$ cat src/rtl/pin_stream_bridge.sv
// Chip-side GPIO pin streaming endpoint: pin input bytes -> internal stream via a
// staged FIFO, internal 16-bit stream -> pins via a two-entry skid, plus debug counters.
module pin_stream_bridge #(
    parameter int IN_DEPTH = 4,
    parameter int CNT_W    = 16
) (
    input  logic             clock,
    input  logic             resetb,
    input  logic             enable,
    input  logic [37:0]      io_in,
    output logic [37:0]      io_out,
    output logic [37:0]      io_oeb,
    output logic [7:0]       m_data,
    output logic             m_valid,
    output logic             m_last,
    input  logic             m_ready,
    input  logic [15:0]      s_data,
    input  logic             s_valid,
    input  logic             s_last,
    output logic             s_ready,
    output logic [CNT_W-1:0] in_beats,
    output logic [CNT_W-1:0] out_beats,
    output logic             overflow
);

    localparam int PTR_W = $clog2(IN_DEPTH);
    localparam int OCC_W = PTR_W + 1;
    localparam logic [OCC_W-1:0] FIFO_FULL = OCC_W'(IN_DEPTH);
    localparam logic [OCC_W-1:0] OCC_LIMIT = OCC_W'(IN_DEPTH - 2);
    // Driven pins: 27 (in_ready) and 25..8 (out_valid, out_last, out_data).
    localparam logic [37:0] PIN_OEB = {10'h3ff, 1'b0, 1'b1, 18'h0, 8'hff};

    if ((IN_DEPTH < 4) || ((IN_DEPTH & (IN_DEPTH - 1)) != 0)) begin : g_bad_depth
        $error("IN_DEPTH must be a power of two and at least 4");
    end

    typedef struct packed {
        logic       last;
        logic [7:0] data;
    } in_beat_t;

    // ---------------------------------------------------------------- pin decode
    logic       in_valid_pin;
    logic       in_last_pin;
    logic       out_ready_pin;
    logic [7:0] in_data_pin;
    logic       unused_pins;

    assign in_valid_pin  = io_in[28];
    assign in_last_pin   = io_in[29];
    assign out_ready_pin = io_in[26];
    assign unused_pins   = ^{io_in[27], io_in[25:0]};

    // NOTE: every variable assigned in always_comb gets a default first so no latch is inferred.
    always_comb begin
        in_data_pin = '0;
        for (int i = 0; i < 8; i++) begin
            in_data_pin[i] = io_in[37 - i];
        end
    end

    // ---------------------------------------------------------------- input path
    logic                 in_ready_q;
    logic                 stage_valid_q;
    in_beat_t             stage_q;
    in_beat_t             mem [IN_DEPTH];
    logic [PTR_W-1:0]     wr_ptr_q;
    logic [PTR_W-1:0]     rd_ptr_q;
    logic [OCC_W-1:0]     count_q;
    logic [OCC_W-1:0]     count_next;
    logic [OCC_W-1:0]     occ_next;
    logic                 in_accept;
    logic                 fifo_full;
    logic                 push;
    logic                 pop;
    logic                 drop;
    in_beat_t             head;

    assign in_accept = in_valid_pin & in_ready_q;
    assign fifo_full = (count_q == FIFO_FULL);
    assign m_valid   = (count_q != '0);
    assign pop       = m_valid & m_ready;
    assign push      = stage_valid_q & (~fifo_full | pop);
    assign drop      = stage_valid_q & fifo_full & ~pop;
    assign head      = mem[rd_ptr_q];
    assign m_data    = head.data;
    assign m_last    = head.last;

    always_comb begin
        count_next = count_q;
        if (push && !pop) begin
            count_next = count_q + 1'b1;
        end else if (pop && !push) begin
            count_next = count_q - 1'b1;
        end
    end

    // Ready is a flop, so it must leave room for the one beat that can still arrive.
    assign occ_next = count_next + {{PTR_W{1'b0}}, in_accept};

    // NOTE: sequential state uses non-blocking assignments so every flop samples pre-edge values.
    always_ff @(posedge clock) begin
        if (!resetb) begin
            in_ready_q    <= 1'b0;
            stage_valid_q <= 1'b0;
            stage_q       <= '0;
            wr_ptr_q      <= '0;
            rd_ptr_q      <= '0;
            count_q       <= '0;
            overflow      <= 1'b0;
            in_beats      <= '0;
        end else begin
            in_ready_q    <= enable && (occ_next <= OCC_LIMIT);
            stage_valid_q <= in_accept;
            if (in_accept) begin
                stage_q  <= '{last: in_last_pin, data: in_data_pin};
                in_beats <= in_beats + CNT_W'(1);
            end
            if (push) wr_ptr_q <= wr_ptr_q + 1'b1;
            if (pop)  rd_ptr_q <= rd_ptr_q + 1'b1;
            count_q <= count_next;
            if (drop) overflow <= 1'b1;
        end
    end

    // NOTE: FIFO storage is not reset; count_q qualifies every entry, so stale contents are never seen.
    always_ff @(posedge clock) begin
        if (push) begin
            mem[wr_ptr_q] <= stage_q;
        end
    end

    // ---------------------------------------------------------------- output path
    logic        out_valid_q;
    logic        out_last_q;
    logic [15:0] out_data_q;
    logic        skid_valid_q;
    logic        skid_last_q;
    logic [15:0] skid_data_q;
    logic        s_ready_q;
    logic        skid_valid_next;
    logic        out_complete;
    logic        s_accept;
    logic        main_load;
    logic        skid_load;

    assign out_complete = out_valid_q & out_ready_pin;
    assign s_accept     = s_valid & s_ready_q;
    assign main_load    = out_complete | ~out_valid_q;
    assign skid_load    = s_accept & out_valid_q & ~out_complete;
    assign s_ready      = s_ready_q;

    // s_ready_q is only high while the skid is empty, so skid_load never overwrites a held beat.
    always_comb begin
        skid_valid_next = skid_valid_q;
        if (skid_load) begin
            skid_valid_next = 1'b1;
        end else if (skid_valid_q && main_load) begin
            skid_valid_next = 1'b0;
        end
    end

    always_ff @(posedge clock) begin
        if (!resetb) begin
            out_valid_q  <= 1'b0;
            out_last_q   <= 1'b0;
            out_data_q   <= '0;
            skid_valid_q <= 1'b0;
            skid_last_q  <= 1'b0;
            skid_data_q  <= '0;
            s_ready_q    <= 1'b0;
            out_beats    <= '0;
        end else begin
            if (main_load) begin
                if (skid_valid_q) begin
                    out_valid_q <= 1'b1;
                    out_data_q  <= skid_data_q;
                    out_last_q  <= skid_last_q;
                end else if (s_accept) begin
                    out_valid_q <= 1'b1;
                    out_data_q  <= s_data;
                    out_last_q  <= s_last;
                end else begin
                    out_valid_q <= 1'b0;
                end
            end
            if (skid_load) begin
                skid_data_q <= s_data;
                skid_last_q <= s_last;
            end
            skid_valid_q <= skid_valid_next;
            s_ready_q    <= enable && !skid_valid_next;
            if (out_complete) out_beats <= out_beats + CNT_W'(1);
        end
    end

    // ---------------------------------------------------------------- pin drive
    always_comb begin
        io_out       = '0;
        io_out[27]   = in_ready_q;
        io_out[25]   = out_valid_q;
        io_out[24]   = out_last_q;
        io_out[23:8] = out_data_q;
    end

    assign io_oeb = PIN_OEB;

endmodule
$ cat config.mk
export PLATFORM = sky130hd
export DESIGN_NAME = pin_stream_bridge
export DESIGN_NICKNAME = d
export VERILOG_FILES = /design/src/rtl/pin_stream_bridge.sv
export SDC_FILE = /design/constraint.sdc
export NUM_CORES = 1
export LEC_CHECK = 0
export BUFFER_PORTS_ARGS = -buffer_cell sky130_fd_sc_hd__buf_2
export CORE_AREA = 5 5 108 110
export DETAILED_ROUTE_END_ITERATION = 12
export DIE_AREA = 0 0 113 115
export GPL_TIMING_DRIVEN = 0
export PLACE_DENSITY_LB_ADDON = 0.05
export SLEW_MARGIN = 25
export SYNTH_ARGS = -nofsm -noshare
export SYNTH_HDL_FRONTEND = slang
export SYNTH_SLANG_ARGS = --single-unit
$ cat constraint.sdc
create_clock -name clock -period 4 [get_ports clock]
set_input_delay 0.6 -clock clock [delete_from_list [all_inputs] [get_ports clock]]
set_output_delay 0.6 -clock clock [all_outputs]
set_load 0.01 [all_outputs]
# [Yosys cells after proc, flatten, opt, wreduce, memory -nomap -nowiden]
# Memory sizes are Yosys's and may differ from the RTL's. A register that Yosys moved wholly into a read port is not among the register bits.
# Cells that the tools add are included.
[totals] word_cells=67 out_inout_bits=120 ff_bits=88 inputBits=60 ram_bits=36 n_memories=1
[mem_list] name="mem" words=4 word_bits=9 read_ports=1 rd_clocked_by_memory_dff=1 write_ports=1 line="66" rtl="in_beat_t mem [IN_DEPTH];"
[op_classes] n_eq_ne=1 n_addsub=7 bitwise_logic=15 order_cmp=1 n_mux=14 reduce_logical=11
[ops] cell="16-bit by 1-bit adder with 16-bit output (second input constant)" n=2
[ops] cell="16-bit 2-to-1 mux" n=2
[ops] cell="1-bit bitwise AND" n=9
[ops] cell="1-bit 2-to-1 mux" n=8
[ops] cell="3-bit 2-to-1 mux" n=2
[ops] cell="1-bit logical AND" n=5
[ops] cell="2-bit by 1-bit adder with 2-bit output (second input constant)" n=2
[ops] cell="2-bit 2-to-1 mux" n=2
[ops] cell="1-bit inverter" n=4
[ops] cell="3-bit by 1-bit adder with 3-bit output" n=1
[ops] cell="3-bit by 1-bit adder with 3-bit output (second input constant)" n=1
[ops] cell="3-bit == test (second input constant)" n=1
[ops] cell="3-bit by 2-bit <= comparator with 1-bit output (second input constant)" n=1
[ops] cell="1-bit logical NOT" n=3
[ops] cell="3-bit nonzero test" n=1
[ops] cell="3-bit by 1-bit subtractor with 3-bit output (second input constant)" n=1
[ops] cell="1-bit OR" n=2
[ops] cell="2-bit AND reduction" n=1
[ops] cell="2-bit nonzero test" n=1

# [Longest topological paths before layout]
[logic_depth] ltp_word=11 mapped_depth=11 mapped_depth_nobuf=11

# [Least setup slack after synthesis]
# Ideal clock, no wire load.
[synth_path] kind="input-to-reg" startpoint="in m_ready" endpoint="reg in_ready_q" slack_ps=1967 required_time_ps=3905 setup_time_ps=95 n_path_buf=1 arrival_time_ps=1937 cell_stages=10 path_cell_list="clkbuf_1 > mux2i_1 > nand2_1 > nand2_1 > xnor2_1 > ha_1 > ha_1 > inv_1 > a31o_2 > a221oi_1"
[synth_via] elab_chain_cells=10 word_cells_on_any_way=12 cone_classes="add/sub: 1; order compare: 1; mux: 2; bitwise: 3; reduce/logical: 5"
[synth_rtl] element="start, declared" line="16" rtl="input logic m_ready,"
[synth_rtl] element="1-bit bitwise AND (*)" line="82" rtl="assign pop = m_valid & m_ready;"
[synth_rtl] element="1-bit OR" line="83" rtl="assign push = stage_valid_q & (~fifo_full | pop);"
[synth_rtl] element="1-bit bitwise AND" line="83"
[synth_rtl] element="1-bit logical NOT" line="93" rtl="end else if (pop && !push) begin"
[synth_rtl] element="1-bit logical AND" line="93"
[synth_rtl] element="3-bit 2-to-1 mux" line="93"
[synth_rtl] element="3-bit 2-to-1 mux (*)" line="91" rtl="if (push && !pop) begin"
[synth_rtl] element="via count_next[0]" line="70" rtl="logic [OCC_W-1:0] count_next;"
[synth_rtl] element="3-bit by 1-bit adder with 3-bit output (*)" line="99" rtl="assign occ_next = count_next + {{PTR_W{1'b0}}, in_accept};"
[synth_rtl] element="3-bit by 2-bit <= comparator with 1-bit output (*)" line="113" rtl="in_ready_q <= enable && (occ_next <= OCC_LIMIT);"
[synth_rtl] element="1-bit logical AND (*)" line="113"
[synth_rtl] element="end signal, assigned" line="113"
[synth_rtl] element="end, declared" line="63" rtl="logic in_ready_q;"
# Mark *: on every way through the listed nets, which the timed path passes. The rest lies on a longest branch.
# A chain may end at the register's enable or synchronous reset.

==> impl_metrics.json <==
{
  "hold_viol_final": 0,
  "async_flop_share_pct": 0,
  "finalCritPeriodShare_pct": 60.8,
  "ys_top_cells_by_area": "dfxtp_1 32%, edfxtp_1 19%, buf_4 8.1%",
  "drv_slew": 0,
  "path_class": "reg -> out",
  "ys_seq_elements": 126,
  "grt_max_degree": 17,
  "yosysTopAreaCell": "dfxtp_1",
  "cp-start-kind": "flop",
  "antenna_left": 0,
  "synth_most_common_cell": "dfxtp_1",
  "postLayoutCellArea_um2": 7040,
  "cts_tree": "yes",
  "gp_congestion": 0.785,
  "n_antenna_cell": 0,
  "multiInputGateArea_um2": 2300,
  "synthSimpleGateAreaFrac_pct": 15.9,
  "fin_worst_skew_ps": 18.5,
  "synth_cell_types": 44,
  "fillers": 868,
  "grtUsageTotal_pct": 18.7,
  "grt_first_pass_wirelength_mm": 19.4,
  "fmax_mhz": 411,
  "muxShareOfSynthArea_pct": 7.23,
  "r2r-end": "in_ready_q",
  "cellPowerDensity_nw_per_um2": 500,
  "dpl_cell_area_um2": 6430,
  "cts_buffers": 17,
  "die_h_um": 115,
  "cts_resized": 0,
  "hold_depth": 3,
  "synth_fa_ha_area_share_pct": 2.47,
  "max_cap_violations": 0,
  "synth_top_family_by_area": "simple AND/OR/NAND/NOR gates",
  "drive_gt1_share_pct": 27.8,
  "status": "finished, final reports clean",
  "yosysWarningCount": 0,
  "die_width_um": 113,
  "crit_fanout": 9,
  "drtPass1Iterations": 4,
  "reg2reg_slack_ps": 1670,
  "end_kind": "primary output",
  "grt_overflow": 0,
  "rows": 38,
  "insertion_delay_ps": 520,
  "maxSlewHeadroom_pct": 57.4,
  "p_leak_nw": 2.96,
  "postCtsHoldBufs": 0,
  "drc": 0,
  "tightest_slew_ps": 639,
  "hold_path_end": "stage_q[1]",
  "finalPower_mw": 3.52,
  "synth_top_cells_by_count": "90 x dfxtp_1, 69 x nand2_1, 60 x buf_4",
  "dieArea_um2": 13000,
  "io_pins": 180,
  "ys_seq_area_share_pct": 51.7,
  "rsz0062_at_grt": "no",
  "syn_area_per_cell_um2": 10.1,
  "setup_violations": 0,
  "avgViaCountPerCell": 4.82,
  "nets": 792,
  "synth_edf_count": 36,
  "cts_root_buf": "clkbuf_8",
  "wirelength_mm": 12.0,
  "antenna_found_initial": 1,
  "synth_compound_area_share_pct": 7.72,
  "ir_drop_v": 0.000302,
  "yosys.area.top_type_share_pct": 32.3,
  "period_needed_ps": 2430,
  "cts.clk_slew.worst_paths_ps": 60,
  "netlist_instances": 552,
  "area_growth_pct": 26.3,
  "core_area_um2": 10600,
  "synth-xor-area-share_pct": 4.09,
  "vias": 4214,
  "post_cts_buffers": 0,
  "arrival_ps": 1830,
  "worstPathRequired_ps": 3400,
  "hpwl_mm": 8.69,
  "post_drt_wl_per_cell_um": 13.7,
  "clk_path_buf_depth": 2,
  "register_area_um2": 2880,
  "fin_util_pct": 66.4,
  "rr_startpoint": "count_q[0]",
  "ys.flop_type": "dfxtp_1",
  "hold_class": "in -> reg",
  "clock-sinks": 126,
  "fin_setup_tns_ps": 0,
  "drtIter0Drc": 192,
  "hold_start": "io_in[36]",
  "ff2ff_path_depth": 11,
  "ctsHtreeMaxLevel": 4,
  "grt_pass1_vias": 4119,
  "netlist_area_um2": 5570,
  "initial_core_util_pct": 52.6,
  "port_buffers": 95
}
[cell usage in the layout, fill, tap and decap left out, types with 6 or more instances in the layout]
cell type and instances:
buf_2 101, dfxtp_1 90, nand2_1 69, buf_4 60, conb_1 57, nor2_1 51, a21oi_1 40, edfxtp_1 36
mux2i_1 20, a211oi_1 18, clkbuf_16 16, inv_1 15, clkbuf_1 15, nand3_1 15, xnor2_1 13, xor2_1 13
nand4_1 11, ha_1 11, mux4_2 9, and3_1 6
[cells by family (layout without fill, tap and decap cells)]
family	after synthesis	in the layout
buf+inv	98	225
xor+xnor	26	26
flops	126	126
simple gates	188	188
compound gates	72	72
other cells	2	57
mux	29	29
fa+ha+maj	11	11
[how the worst max path moves through the flow]
| stage | slack [ps] | from | depth (start not counted) | to |
|---|---|---|---|---|
| final | 1570 | flop | 3 | m_data[6] |
| after global routing | 1440 | flop | 3 | m_data[6] |
| after CTS | 1510 | flop | 3 | m_data[6] |
| after detailed placement | 1580 | io_in[28] | 9 | in_ready_q |
| after global placement | 1560 | io_in[28] | 9 | in_ready_q |
| after floorplan | 1970 | m_ready | 10 | in_ready_q |
[state kept, by name (all words and copies together), names as in the netlist, 2 cells and up, named ones only]
| name | count |
|---|---|
| rd_ptr_q | 2 |
| out_data_q | 16 |
| count_q | 3 |
| wr_ptr_q | 2 |
| out_beats | 16 |
| in_beats | 16 |
| mem | 36 |
| skid_data_q | 16 |
| stage_q | 9 |
[critical path, cell delays in order, from the launching register on]
cell and delay, ps:
dfxtp_1 310, buf_2 310, mux4_2 560, buf_2 160
[cell type report]
type	instances	area share (%)
sequential	126	40.9
tap	140	2.49
multi-input combinational	383	32.6
clock buffer	18	5.93
timing repair buffer	95	6.75
clock inverter	14	2.74
inverter	15	0.800
buffer	83	7.73
[report_power, final]
| group | total (mW) | leakage [nW] | internal, mW | switching [mW] |
|---|---|---|---|---|
| Sequential | 1.42 | 1.06 | 1.37 | 0.0421 |
| Combinational | 0.536 | 1.60 | 0.247 | 0.289 |
| Clock | 1.57 | 0.293 | 1.01 | 0.561 |
| Total | 3.52 | 2.96 | 2.63 | 0.892 |
[layer usage]
metal  part of all wire (%)  wire, um  GRT usage [%]
met1                     41      4880           21.3
met2                     51      6080           32.7
met3                    7.1       849           6.58
met4                    1.3       150           6.49
met5                   0.11        13              0
[stage by stage]
| step | std cells | hold slack (ps) | setup WS, ps |
|---|---|---|---|
| 6_report | 874 | 325 | 1570 |
| 5_1_grt | 874 | 317 | 1440 |
| 4_1_cts | 874 | 319 | 1510 |
| 3_5_place_dp | 842 | 441 | 1580 |
| 3_3_place_gp | 842 | 438 | 1560 |
| 2_1_floorplan | 607 | 436 | 1970 |
No activity file was read; power rests on OpenSTA's default activity.
